**src/rtl/sumador_serie.sv**
```systemverilog
// rtl/sumador_serie.sv - bit-serial adder built around one full-adder cell
//
// sumador_completo : single-bit full adder (a + b + ci -> s, co).
// sumador_serie    : feeds two WIDTH-bit operands LSB-first through one
//                    sumador_completo, one bit per clock, with a registered carry.
//
// Optional feature macro: SUMADOR_SERIE_SUB_EN (adds the sub port, a - b mode).
//
// Ports (sumador_serie):
//   clk        clock, rising edge
//   rst        asynchronous active-high reset
//   in_valid   operands presented
//   in_ready   block can accept operands (IDLE only)
//   a, b       WIDTH-bit operands
//   cin        carry-in
//   sub        subtract request (SUMADOR_SERIE_SUB_EN only)
//   out_valid  result available (DONE only)
//   out_ready  consumer takes result
//   sum        WIDTH-bit result, modulo 2^WIDTH
//   cout       final carry-out (in subtract mode, 1 = no borrow)

module sumador_completo (
  input  logic a,
  input  logic b,
  input  logic ci,
  output logic s,
  output logic co
);
  assign s  = a ^ b ^ ci;
  assign co = (a & b) | (ci & (a ^ b));
endmodule

module sumador_serie #(
  parameter int WIDTH = 8
) (
  input  logic             clk,
  input  logic             rst,
  input  logic             in_valid,
  output logic             in_ready,
  input  logic [WIDTH-1:0] a,
  input  logic [WIDTH-1:0] b,
  input  logic             cin,
`ifdef SUMADOR_SERIE_SUB_EN
  input  logic             sub,
`endif
  output logic             out_valid,
  input  logic             out_ready,
  output logic [WIDTH-1:0] sum,
  output logic             cout
);

  localparam int CNT_W = $clog2(WIDTH);
  localparam logic [CNT_W-1:0] LAST_BIT = CNT_W'(WIDTH - 1);

  typedef enum logic [1:0] {
    ST_IDLE = 2'd0,
    ST_RUN  = 2'd1,
    ST_DONE = 2'd2
  } state_t;

  state_t             state_q, state_d;
  logic [WIDTH-1:0]   a_q, a_d;
  logic [WIDTH-1:0]   b_q, b_d;
  logic [WIDTH-1:0]   sum_q, sum_d;
  logic [CNT_W-1:0]   cnt_q, cnt_d;
  logic               carry_q, carry_d;
  logic               cout_q, cout_d;
  logic               in_ready_q, in_ready_d;
  logic               out_valid_q, out_valid_d;

  logic               fa_s;
  logic               fa_co;

  sumador_completo u_fa (
    .a  (a_q[0]),
    .b  (b_q[0]),
    .ci (carry_q),
    .s  (fa_s),
    .co (fa_co)
  );

  always_comb begin
    state_d     = state_q;
    a_d         = a_q;
    b_d         = b_q;
    sum_d       = sum_q;
    cnt_d       = cnt_q;
    carry_d     = carry_q;
    cout_d      = cout_q;
    in_ready_d  = in_ready_q;
    out_valid_d = out_valid_q;

    case (state_q)
      ST_IDLE: begin
        // in_ready comes up on the first edge after reset release
        in_ready_d = 1'b1;
        if (in_valid && in_ready_q) begin
          a_d     = a;
          b_d     = b;
          carry_d = cin;
`ifdef SUMADOR_SERIE_SUB_EN
          // a - b == a + ~b + 1 in two's complement
          if (sub) begin
            b_d     = ~b;
            carry_d = 1'b1;
          end
`endif
          cnt_d      = '0;
          in_ready_d = 1'b0;
          state_d    = ST_RUN;
        end
      end

      ST_RUN: begin
        // result bits enter at the MSB so after WIDTH shifts bit 0 is in place
        sum_d   = {fa_s, sum_q[WIDTH-1:1]};
        carry_d = fa_co;
        cout_d  = fa_co;
        a_d     = a_q >> 1;
        b_d     = b_q >> 1;
        cnt_d   = cnt_q + 1'b1;
        if (cnt_q == LAST_BIT) begin
          out_valid_d = 1'b1;
          state_d     = ST_DONE;
        end
      end

      ST_DONE: begin
        // no accept on the handoff edge: in_ready rises one cycle later
        if (out_ready) begin
          out_valid_d = 1'b0;
          in_ready_d  = 1'b1;
          state_d     = ST_IDLE;
        end
      end

      default: begin
        out_valid_d = 1'b0;
        in_ready_d  = 1'b0;
        state_d     = ST_IDLE;
      end
    endcase
  end

  always_ff @(posedge clk or posedge rst) begin
    if (rst) begin
      state_q     <= ST_IDLE;
      a_q         <= '0;
      b_q         <= '0;
      sum_q       <= '0;
      cnt_q       <= '0;
      carry_q     <= 1'b0;
      cout_q      <= 1'b0;
      in_ready_q  <= 1'b0;
      out_valid_q <= 1'b0;
    end else begin
      state_q     <= state_d;
      a_q         <= a_d;
      b_q         <= b_d;
      sum_q       <= sum_d;
      cnt_q       <= cnt_d;
      carry_q     <= carry_d;
      cout_q      <= cout_d;
      in_ready_q  <= in_ready_d;
      out_valid_q <= out_valid_d;
    end
  end

  assign in_ready  = in_ready_q;
  assign out_valid = out_valid_q;
  assign sum       = sum_q;
  assign cout      = cout_q;

endmodule

```
**config.mk**
```make
export PLATFORM = sky130hd
export DESIGN_NAME = sumador_serie
export DESIGN_NICKNAME = d
export VERILOG_FILES = /design/src/rtl/sumador_serie.sv
export SDC_FILE = /design/constraint.sdc
export NUM_CORES = 1
export LEC_CHECK = 0
export ABC_AREA = 1
export BUFFER_PORTS_ARGS = -buffer_cell sky130_fd_sc_hd__buf_2
export CELL_PAD_IN_SITES_DETAIL_PLACEMENT = 0
export CELL_PAD_IN_SITES_GLOBAL_PLACEMENT = 1
export CORE_ASPECT_RATIO = 2
export CORE_MARGIN = 5
export CORE_UTILIZATION = 30
export CTS_CLUSTER_SIZE = 10
export DETAILED_ROUTE_END_ITERATION = 7
export PLACE_DENSITY_LB_ADDON = 0.1
export SLEW_MARGIN = 0
export SYNTH_ARGS = -nofsm -noshare
export SYNTH_HDL_FRONTEND = slang
export SYNTH_SLANG_ARGS = --single-unit
```
**constraint.sdc**
```tcl
create_clock -name clk -period 2.4 [get_ports clk]
set_input_delay 0.24 -clock clk [delete_from_list [all_inputs] [get_ports clk]]
set_output_delay 0.24 -clock clk [all_outputs]
set_load 0.01 [all_outputs]
```
==> metrics.md, run 1 <==
| Metric | Value |
|---|---|
| Status | `complete, no violations` |
| Slew @ Worst Pin | `0.440 ns` |
| Seq/Total Area, Yosys | `51.4%` |
| Register area | `826 sq um` |
| Total CTS buffers | `5` |
| Fillcell total | `587` |
| Post-CTS setup buffer count | `0` |
| CTS tree | `done` |
| Row count | `37` |
| DRT antenna net count | `0` |
| Vias | `1,371` |
| Setup TNS | `0 ns` |
| Vias in the first global route | `1,444` |
| Drt wl/cell | `13.2 microns` |
| RR Endpoint | `out_valid` |
| Setup CP Type | `reg -> reg` |
| Min Tclk post-route | `1.66 ns` |
| Mapped Area | `0.00161 sq mm` |
| RSZ-0062 raised after global routing | `no` |
| Post-Route Skew | `0.00323 ns` |
| CP max stage cell | `dfrtp_1` |
| Hold WS | `0.0466 ns` |
| Syn_area_per_cell | `7.99 sq um` |
| R2r startpoint | `state_q[1]` |
| GRT overflow | `0` |
| Area of the multi-input gates | `664 sq um` |
| Final period utilization | `69.0%` |
| Hold-fix buffers, CTS | `0` |
| CP Cell Sequence | `inv_2 > nand2_4 > inv_1 > o21ai_0 > nand2_1` |
| CP Data Arrival Time | `1.88 ns` |
| Critical path data required time | `2.62 ns` |
| Unique masters post-synth | `17` |
| Dpl cells | `282` |
| DR DRC count | `0` |
| Crit end category | `register` |
| P per Cell Area | `1300 mW/mm^2` |
| Share of layout cells above drive strength 1 | `19.8%` |
| Dpl hpwl | `2580 microns` |
| ANT cells | `0` |
| Max-slew headroom | `70.7%` |
| Core area | `0.00518 sq mm` |
| Number of iterations in the first detailed-routing pass | `4` |
| Final Power | `2.42 mW` |
| CTS resizes | `0` |
| Global-route wire length before repair | `6700 microns` |
| #FFs+latches synth | `33` |
| Root Buffer Master | `clkbuf_8` |
| Reg2reg setup slack | `0.74 ns` |
| FMAX | `0.604 GHz` |
| I/O Pins | `32` |
| Critical path startpoint category | `register` |
| Die area | `0.00701 sq mm` |
| DRT iter0 DRCs | `55` |
| Clock slew at reported path FFs | `0.07 ns` |
| Largest net degree at the start of global routing | `35` |
| Slew Viols, Final | `0` |
| Hold Vio Cnt, Final | `0` |
| Final WL | `3840 microns` |
| Area Growth Syn to Fin | `15.6%` |
| Worst vdd ir | `0.515 mV` |
| Max-cap violations | `0` |
| LEAKAGE | `1.07 nW` |
| Vias per Instance | `4.73` |
| Syn Nets | `225` |
| H-tree depth | `2` |
| Clock sink count | `33` |
| Cells after synthesis | `201` |
| Final Net Count | `255` |
| Initial Utilization | `31.0%` |
| Clock buffer depth | `2` |
| GRT Total Usage | `12.5%` |
| Warnings, synthesis | `0` |
| Cell Count, Final, Fillers Out | `290` |
| Clock network latency to the later pin of the worst-skew pair | `0.28 ns` |
| I/O Buffers | `31` |
| Post-layout util | `35.8%` |
| Worst Hold Class | `in -> async` |
| DIE WIDTH | `61.7 microns` |
| R2R depth | `5` |
| Final number of setup-violating endpoints | `0` |
| Slowest stage delay, CP | `0.43 ns` |
| CP max FO | `34` |
| GPL Wtd Cong | `0.726` |
| Die Height | `113 microns` |
| Antenna violations before repair | `0` |
==> per-stage QoR <==
| stage | instance area [sq um] | worst slack, ns |
|---|---|---|
| 2_1_floorplan | 1610 | 1.27 |
| 3_3_place_gp | 1770 | 0.795 |
| 3_5_place_dp | 1770 | 0.753 |
| 4_1_cts | 1860 | 0.730 |
| 5_1_grt | 1860 | 0.523 |
| 6_report | 1860 | 0.743 |
==> flip-flops by register name, summed over array words and instances, names as in the netlist <==
name	cells
a_q	8
b_q	8
carry_q	1
cnt_q	3
cout	1
in_ready	1
out_valid	1
state_q	2
sum	8
==> kinds of logic after synthesis <==
group	after synthesis	share of synthesized area, %
DFF	33	51.4
adders and majority gates	3	2.80
and+or+nand+nor	140	36.7
buffers and inverters	19	7.24
AOI/OAI and AO/OA	6	1.87
==> worst max-delay path, delay by kind of cell, from the launching register on <==
family / cells / cell delay (ns)
AOI/OAI and AO/OA: 1 / 0.14
DFF: 1 / 0.43
and+or+nand+nor: 2 / 0.37
buffers and inverters: 2 / 0.65
==> cell usage in the layout, fill, tap and decap left out, drive strengths merged, types with 2 or more instances in the layout <==
master and count:
nand2 100, nand3 39, buf 35, dfrtp 33, inv 7, clkbuf 6, o21ai 5, ha 2
clkinv 2
==> Yosys cell counts <==
library cell  number  area (sq um)
inv_2              1          3.75
buf_6              4          45.0
nand2_2            1          6.26
inv_1              6          22.5
ha_1               2          25.0
o21ai_1            4          20.0
nand3_2            1          10.0
dfrtp_1           33           826
nand2_1           98           368
a21oi_1            1          5.00
fa_1               1          20.0
buf_4              2          15.0
buf_2              6          30.0
o21ai_0            1          5.00
nand2_4            1          11.3
nand3_1           38           190
nor2_1             1          3.75
==> layout make-up <==
type / count / share of cell area (%)
clock buffers: 6 / 3.91
clock inverters: 2 / 0.539
inverters: 7 / 1.42
multi-input cells: 149 / 35.8
flip-flops and latches: 33 / 44.5
well taps: 58 / 3.91
repair buffers: 35 / 9.97
==> worst max path at each step <==
stage                          start   endpoint  slack (ns)
after floorplan              carry_q    carry_q        1.27
after global placement    state_q[1]  out_valid        0.80
after detailed placement  state_q[1]  out_valid        0.75
after CTS                 state_q[1]  out_valid        0.73
after global routing      state_q[1]  out_valid        0.52
final                     state_q[1]  out_valid        0.74
==> metal layers <==
layer / wire length (microns) / vias to the layer above / share of wire, % / track usage (%)
met5: 0 / - / 0 / 0
met4: 64 / 0 / 1.7 / 5.10
met3: 186 / 5 / 4.8 / 2.49
met2: 2050 / 31 / 53 / 20.6
met1: 1540 / 641 / 40 / 15.5
li1: - / 694 / - / -
==> power by group <==
part	total (mW)	switching (mW)	internal, mW
Sequential	0.949	0.147	0.802
Combinational	1.06	0.688	0.373
Clock	0.407	0.206	0.201
Note: power is estimated with default switching activity, not from simulation.
==> inputs of run 2 (changes only) <==
- clock period: 2.4 -> 1.33 ns (I/O delays scaled with it)
==> metrics.md, run 2 (synthesis gave the netlist of run 1 again) <==
| Metric | Value |
|---|---|
| Critical path startpoint category | `register` |
| Vias | `1,397 (+1.9%)` |
| CP max stage cell | `fa_1` |
| Vias in the first global route | `1,488 (+3.0%)` |
| CP Data Arrival Time | `1.39 ns (-0.49 ns)` |
| Most frequent cells in the layout | `nand2_1 (98), nand3_1 (37), dfrtp_1 (33), buf_2 (31), buf_4 (10)` |
| Core area | `0.00518 sq mm (unchanged)` |
| CP most frequent cell | `nand2_1` |
| H-tree depth | `2 (unchanged)` |
| Final period utilization | `91.3% (+22 points)` |
| P per Cell Area | `2370 mW/mm^2 (+82%)` |
| Critical path data required time | `1.51 ns (-1.11 ns)` |
| Slew Viols, Final | `0 (unchanged)` |
| NetSw | `1.91 mW (+84%)` |
| Cell Count, Final, Fillers Out | `297 (+2.4%)` |
| Root Buffer Master | `clkbuf_8` |
| Clock slew at reported path FFs | `0.07 ns (about the same)` |
| Clock buffer depth | `2 (unchanged)` |
| Die area | `0.00701 sq mm (unchanged)` |
| RSZ-0062 raised after global routing | `no` |
| Initial Utilization | `31.0% (unchanged)` |
| Seq pwr share | `37.8% (-1.5 points)` |
| Final Net Count | `262 (+2.7%)` |
| Largest net degree at the start of global routing | `34 (-2.9%)` |
| Worst Hold Class | `in -> reg` |
| Pint | `2.69 mW (+96%)` |
| Most common cell after layout, fill and taps aside | `nand2_1` |
| Setup TNS | `0 ns (unchanged)` |
| I/O Buffers | `31 (unchanged)` |
| Dpl hpwl | `2800 microns (+8.3%)` |
| Area Growth Syn to Fin | `20.9%` |
| Min Tclk post-route | `1.21 ns (-0.443 ns)` |
| Slew @ Worst Pin | `0.443 ns (+0.00317 ns)` |
| Comb pwr share | `44.2% (+0.3 points)` |
| Hold Crit Depth | `3` |
| Die Height | `113 microns (unchanged)` |
| DRT antenna net count | `0 (unchanged)` |
| Max-slew headroom | `70.5% (-0.21 points)` |
| Clock sink count | `33 (unchanged)` |
| DR DRC count | `0 (unchanged)` |
| Row count | `37 (unchanged)` |
| ANT cells | `0 (unchanged)` |
| Final number of setup-violating endpoints | `0 (unchanged)` |
| Switching share of power | `41.6% (-1.5 points)` |
| Setup CP Type | `reg -> reg` |
| Dpl cells | `288 (+2.1%)` |
| DRT iter0 DRCs | `55 (unchanged)` |
| Drt wl/cell | `13.1 microns (-0.75%)` |
| Status | `complete, no violations` |
| Worst vdd ir | `0.827 mV (+61%)` |
| I/O Pins | `32 (unchanged)` |
| CP max FO | `2 (-94%)` |
| GRT Total Usage | `12.8% (+0.24 points)` |
| R2R depth | `5 (unchanged)` |
| Crit end category | `register` |
| Share of layout cells above drive strength 1 | `23.0% (+3.2 points)` |
| Max-cap violations | `0 (unchanged)` |
| CP Cell Sequence | `fa_1 > nand3_2 > nand2_1 > nand2_1 > nand2_1` |
| DIE WIDTH | `61.7 microns (unchanged)` |
| LEAKAGE | `1.11 nW (+3.8%)` |
| Clock power frac | `18.1% (+1.2 points)` |
| CTS tree | `done` |
| GPL Wtd Cong | `0.758 (+4.4%)` |
| Slowest stage delay, CP | `0.45 ns (+0.02 ns)` |
| Reg2reg setup slack | `0.12 ns (-0.63 ns)` |
| Antenna violations before repair | `0 (unchanged)` |
| Vias per Instance | `4.70 (-0.51%)` |
| Final WL | `3900 microns (+1.6%)` |
| Total CTS buffers | `5 (unchanged)` |
| Post-Route Skew | `0.00641 ns (+0.00318 ns)` |
| Clock network latency to the later pin of the worst-skew pair | `0.28 ns (about the same)` |
| FMAX | `0.824 GHz (+36%)` |
| Global-route wire length before repair | `6740 microns (+0.63%)` |
| Number of iterations in the first detailed-routing pass | `4 (unchanged)` |
| GRT overflow | `0 (unchanged)` |
| Hold Vio Cnt, Final | `0 (unchanged)` |
## run 2: repair_timing
action	in CTS	in global routing
endpoints found under the hold margin	33	0
setup endpoints to repair	0	2
setup buffers	0	0
gates resized for setup	0	3
hold buffers	1	0
## run 2: path summary, 6_finish.rpt
kind / start / to
setup / recovery: carry_q / carry_q
hold / removal: b[7] / b_q[7]
setup reg to reg: carry_q / carry_q
hold reg to reg: sum[0] / sum[0]
max in group asynchronous: rst / b_q[5]
min in group asynchronous: rst / sum[7]
## run 2: power by group through the flow
stage | clock (mW) | combinational [mW] | sequential (mW)
6_report | 0.832 | 2.03 | 1.74
5_1_grt | 0.916 | 2.40 | 1.81
3_5_place_dp | 0 | 2.07 | 1.76
2_1_floorplan | 0 | 1.54 | 1.75
3_3_place_gp | 0 | 2.04 | 1.74
4_1_cts | 0.874 | 2.08 | 1.75
## run 2: layout make-up
class | instances | area, sq um
sequential | 33 | 826
inverter | 7 | 32.5
fill | 575 | 3240
clock buffer | 7 | 96.3
timing repair buffer | 42 | 240
tap | 58 | 72.6
clock inverter | 1 | 5.00
multi-input combinational | 149 | 669
## run 2: routing by layer
metal | GRT usage, % | share of wire (%)
met1 | 14.5 | 41
met2 | 22.0 | 54
met3 | 2.94 | 3.7
met4 | 5.10 | 1.9
met5 | 0 | 0
## run 2: worst max-delay path: cells and delay by family, from the launching register on
kind                     cells  cell delay, ns
adder cells (fa/ha/maj)      1            0.45
AND/OR/NAND/NOR              4            0.27
flip-flops                   1            0.40
## run 2: per-stage QoR
| stage | hold WS [ns] | instance area [sq um] | power (mW) | util [%] | setup slack [ns] |
|---|---|---|---|---|---|
| after global placement | 0.254 | 1820 | 3.78 | 35.1 | 0.0775 |
| after global routing | 0.0953 | 1940 | 5.12 | 37.5 | 0.00710 |
| after CTS | 0.0858 | 1930 | 4.70 | 37.2 | 0.0523 |
| after floorplan | 0.262 | 1610 | 3.29 | - | 0.200 |
| final | 0.0963 | 1940 | 4.60 | 37.5 | 0.116 |
| after detailed placement | 0.258 | 1820 | 3.83 | 35.1 | 0.0655 |
==> inputs of run 3 (changes only) <==
- ABC_AREA: 1 -> default
==> metrics.md, run 3 <==
| Metric | Value |
|---|---|
| Status | `complete, no violations` |
| CP max FO | `16 (+14)` |
| GPL Wtd Cong | `0.771 (+1.8%)` |
| Synth cell count leaders | `nand2_1 (34), dfrtp_1 (33), o21ai_0 (22)` |
| ANT cells | `0 (unchanged)` |
| R2r startpoint | `state_q[1]` |
| Mapped Area | `0.00153 sq mm (-4.8%)` |
| Placed cell areas | `0.00179 sq mm (-1.5%)` |
| CTS tree | `done` |
| Final period utilization | `93.1% (+1.8 points)` |
| DRT antenna net count | `0 (unchanged)` |
| Reg2reg setup slack | `0.09 ns (-0.02 ns)` |
| Cell Count, Final, Fillers Out | `247 (-17%)` |
| I/O Pins | `32 (unchanged)` |
| Cell with the most instances after synthesis | `nand2_1` |
| Area leader, netlist | `dfrtp_1` |
| Warnings, synthesis | `0 (unchanged)` |
| Clock power frac | `16.2% (-1.9 points)` |
| Final number of setup-violating endpoints | `0 (unchanged)` |
| Hold Crit Depth | `2 (-1)` |
| Hold Crit Start | `b[7]` |
| Syn Nets | `173 (-23%)` |
| Post-synth top area share | `54.0% (+2.6 points)` |
| Seq pwr share | `39.0% (+1.2 points)` |
| Comb pwr share | `44.8% (+0.6 points)` |
| R2R depth | `4 (-1)` |
| DRT iter0 DRCs | `16 (-71%)` |
| Antenna violations before repair | `0 (unchanged)` |
| Share of layout cells above drive strength 1 | `30.0% (+7.0 points)` |
| Root Buffer Master | `clkbuf_8` |
| RSZ-0062 raised after global routing | `no` |
| Most common cell after layout, fill and taps aside | `nand2_1` |
| Vias in the first global route | `1,210 (-19%)` |
| GRT Total Usage | `11.7% (-1.1 points)` |
| Clock buffer depth | `2 (unchanged)` |
| Core area | `0.00491 sq mm (-5.3%)` |
| Die area | `0.00672 sq mm (-4.2%)` |
| Clock sink count | `33 (unchanged)` |
| Crit end category | `register` |
| Switching share of power | `37.2% (-4.3 points)` |
| Most frequent cells in the layout | `nand2_1 (34), dfrtp_1 (32), buf_2 (31), o21ai_0 (22)` |
| Worst vdd ir | `1.09 mV (+31%)` |
| Slowest stage delay, CP | `0.41 ns (-0.04 ns)` |
| Max-slew headroom | `70.4% (about the same)` |
| FMAX | `0.807 GHz (-2.0%)` |
| DR DRC count | `0 (unchanged)` |
| Area contributors post-synth | `dfrtp_1 (54%), mux2i_1 (9.2%), nand2_1 (8.3%)` |
| Final Net Count | `213 (-19%)` |
| NetSw | `1.66 mW (-13%)` |
| Worst Hold Class | `in -> reg` |
| CP Data Arrival Time | `1.40 ns (about the same)` |
| Post-layout util | `38.7% (+1.2 points)` |
| Drt wl/cell | `14.6 microns (+11%)` |
| Setup TNS | `0 ns (unchanged)` |
| Dpl hpwl | `2600 microns (-7.1%)` |
| Area Growth Syn to Fin | `24.0%` |
| CP Cell Sequence | `and2b_2 > buf_12 > mux2i_2 > o21ai_1` |
| RR Endpoint | `a_q[0]` |
| Clock network latency to the later pin of the worst-skew pair | `0.28 ns (about the same)` |
| Final WL | `3600 microns (-7.7%)` |
| Final Power | `4.45 mW (-3.3%)` |
| EDFF count, synth | `0 (unchanged)` |
| Setup CP Type | `reg -> reg` |
| LEAKAGE | `0.942 nW (-15%)` |
| #FFs+latches synth | `33 (unchanged)` |
| Die Height | `111 microns (-2.2%)` |
| Largest net degree at the start of global routing | `34 (unchanged)` |
| Critical path data required time | `1.49 ns (-0.02 ns)` |
| Number of iterations in the first detailed-routing pass | `4 (unchanged)` |
| Post-Route Skew | `0.00362 ns (-0.00279 ns)` |
| Max-cap violations | `0 (unchanged)` |
| I/O Buffers | `31 (unchanged)` |
| Dpl cells | `237 (-18%)` |
| Hold Vio Cnt, Final | `0 (unchanged)` |
| Predominant post-synthesis flop cell | `dfrtp_1` |
| Total CTS buffers | `5 (unchanged)` |
| Hold WS | `0.0860 ns (-0.0103 ns)` |
| P per Cell Area | `2350 mW/mm^2 (-1.0%)` |
| Min Tclk post-route | `1.24 ns (+0.0244 ns)` |
| DP Worst Slack | `0.0369 ns (-0.0286 ns)` |
| GRT overflow | `0 (unchanged)` |
| Seq/Total Area, Yosys | `54.0% (+2.6 points)` |
| Critical path startpoint category | `register` |
| H-tree depth | `2 (unchanged)` |
| Hold Path End | `b_q[7]` |
| Cells after synthesis | `149 (-26%)` |
| Fraction of registers with async set/reset | `100% (unchanged)` |
| Vias | `1,201 (-14%)` |
| Slew Viols, Final | `0 (unchanged)` |
| Pint | `2.79 mW (+3.9%)` |
| Initial Utilization | `31.2% (+0.18 points)` |
| Clock slew at reported path FFs | `0.07 ns (about the same)` |
| Vias per Instance | `4.86 (+3.4%)` |
| Row count | `36 (-2.7%)` |
| Syn_area_per_cell | `10.3 sq um (+28%)` |
| Global-route wire length before repair | `5850 microns (-13%)` |
| Slew @ Worst Pin | `0.444 ns (+0.000621 ns)` |
| Setup WS post-layout | `0.0916 ns (-0.0244 ns)` |
| Finished Cell Area | `0.00190 sq mm (-2.3%)` |
| CP max stage cell | `dfrtp_1` |
| Unique masters post-synth | `27 (+10)` |
| DIE WIDTH | `60.5 microns (-2.0%)` |
-- run 3: worst max-delay path by stage --
stage,endpoint,startpoint,depth (start not counted)
2_1_floorplan,carry_q,carry_q,4
3_3_place_gp,carry_q,carry_q,4
3_5_place_dp,carry_q,carry_q,4
4_1_cts,carry_q,carry_q,4
5_1_grt,a_q[0],state_q[0],4
6_report,a_q[0],state_q[1],4
-- run 3: power by group through the flow --
| stage | logic, mW | clock network [mW] | registers (mW) |
|---|---|---|---|
| after floorplan | 1.33 | 0 | 1.75 |
| after global placement | 1.96 | 0 | 1.74 |
| after detailed placement | 2.00 | 0 | 1.76 |
| after CTS | 2.01 | 0.759 | 1.74 |
| after global routing | 2.24 | 0.802 | 1.81 |
| final | 1.99 | 0.722 | 1.74 |
-- run 3: kinds of logic (layout without fill, tap and decap cells) --
family | Yosys count | count (layout) | share of synthesized area (%)
compound gates | 44 | 44 | 16.1
simple gates | 41 | 41 | 11.0
fa+ha+maj | 3 | 3 | 2.94
buf+inv | 13 | 54 | 6.05
flops | 33 | 33 | 54.0
mux | 15 | 15 | 9.89
-- run 3: layer usage --
layer	GRT usage [%]	part of all wire, %	vias up
met3	2.91	4.4	6
met1	13.3	40	579
met2	19.7	53	28
li1	-	-	588
met5	0	0	-
met4	5.21	2.0	0
-- run 3: worst max-delay path, delay by kind of cell, from the launching register on --
family	cells	cell delay, ns
compound gates	1	0.08
buf+inv	1	0.16
flops	1	0.41
mux	1	0.21
simple gates	1	0.26
-- run 3: layout make-up --
type | count | area, sq um
fill | 515 | 3010
multi-input combinational | 103 | 619
inverter | 2 | 7.51
sequential | 33 | 827
tap | 57 | 71.3
timing repair buffer | 44 | 293
clock buffer | 8 | 80.1
-- run 3: timing repair --
item / in CTS / in global routing
resized for setup: 0 / 4
buffers inserted: 0 / 1
hold buffers: 1 / 0
endpoints found under the setup margin: 0 / 8
endpoints found under the hold margin: 33 / 0
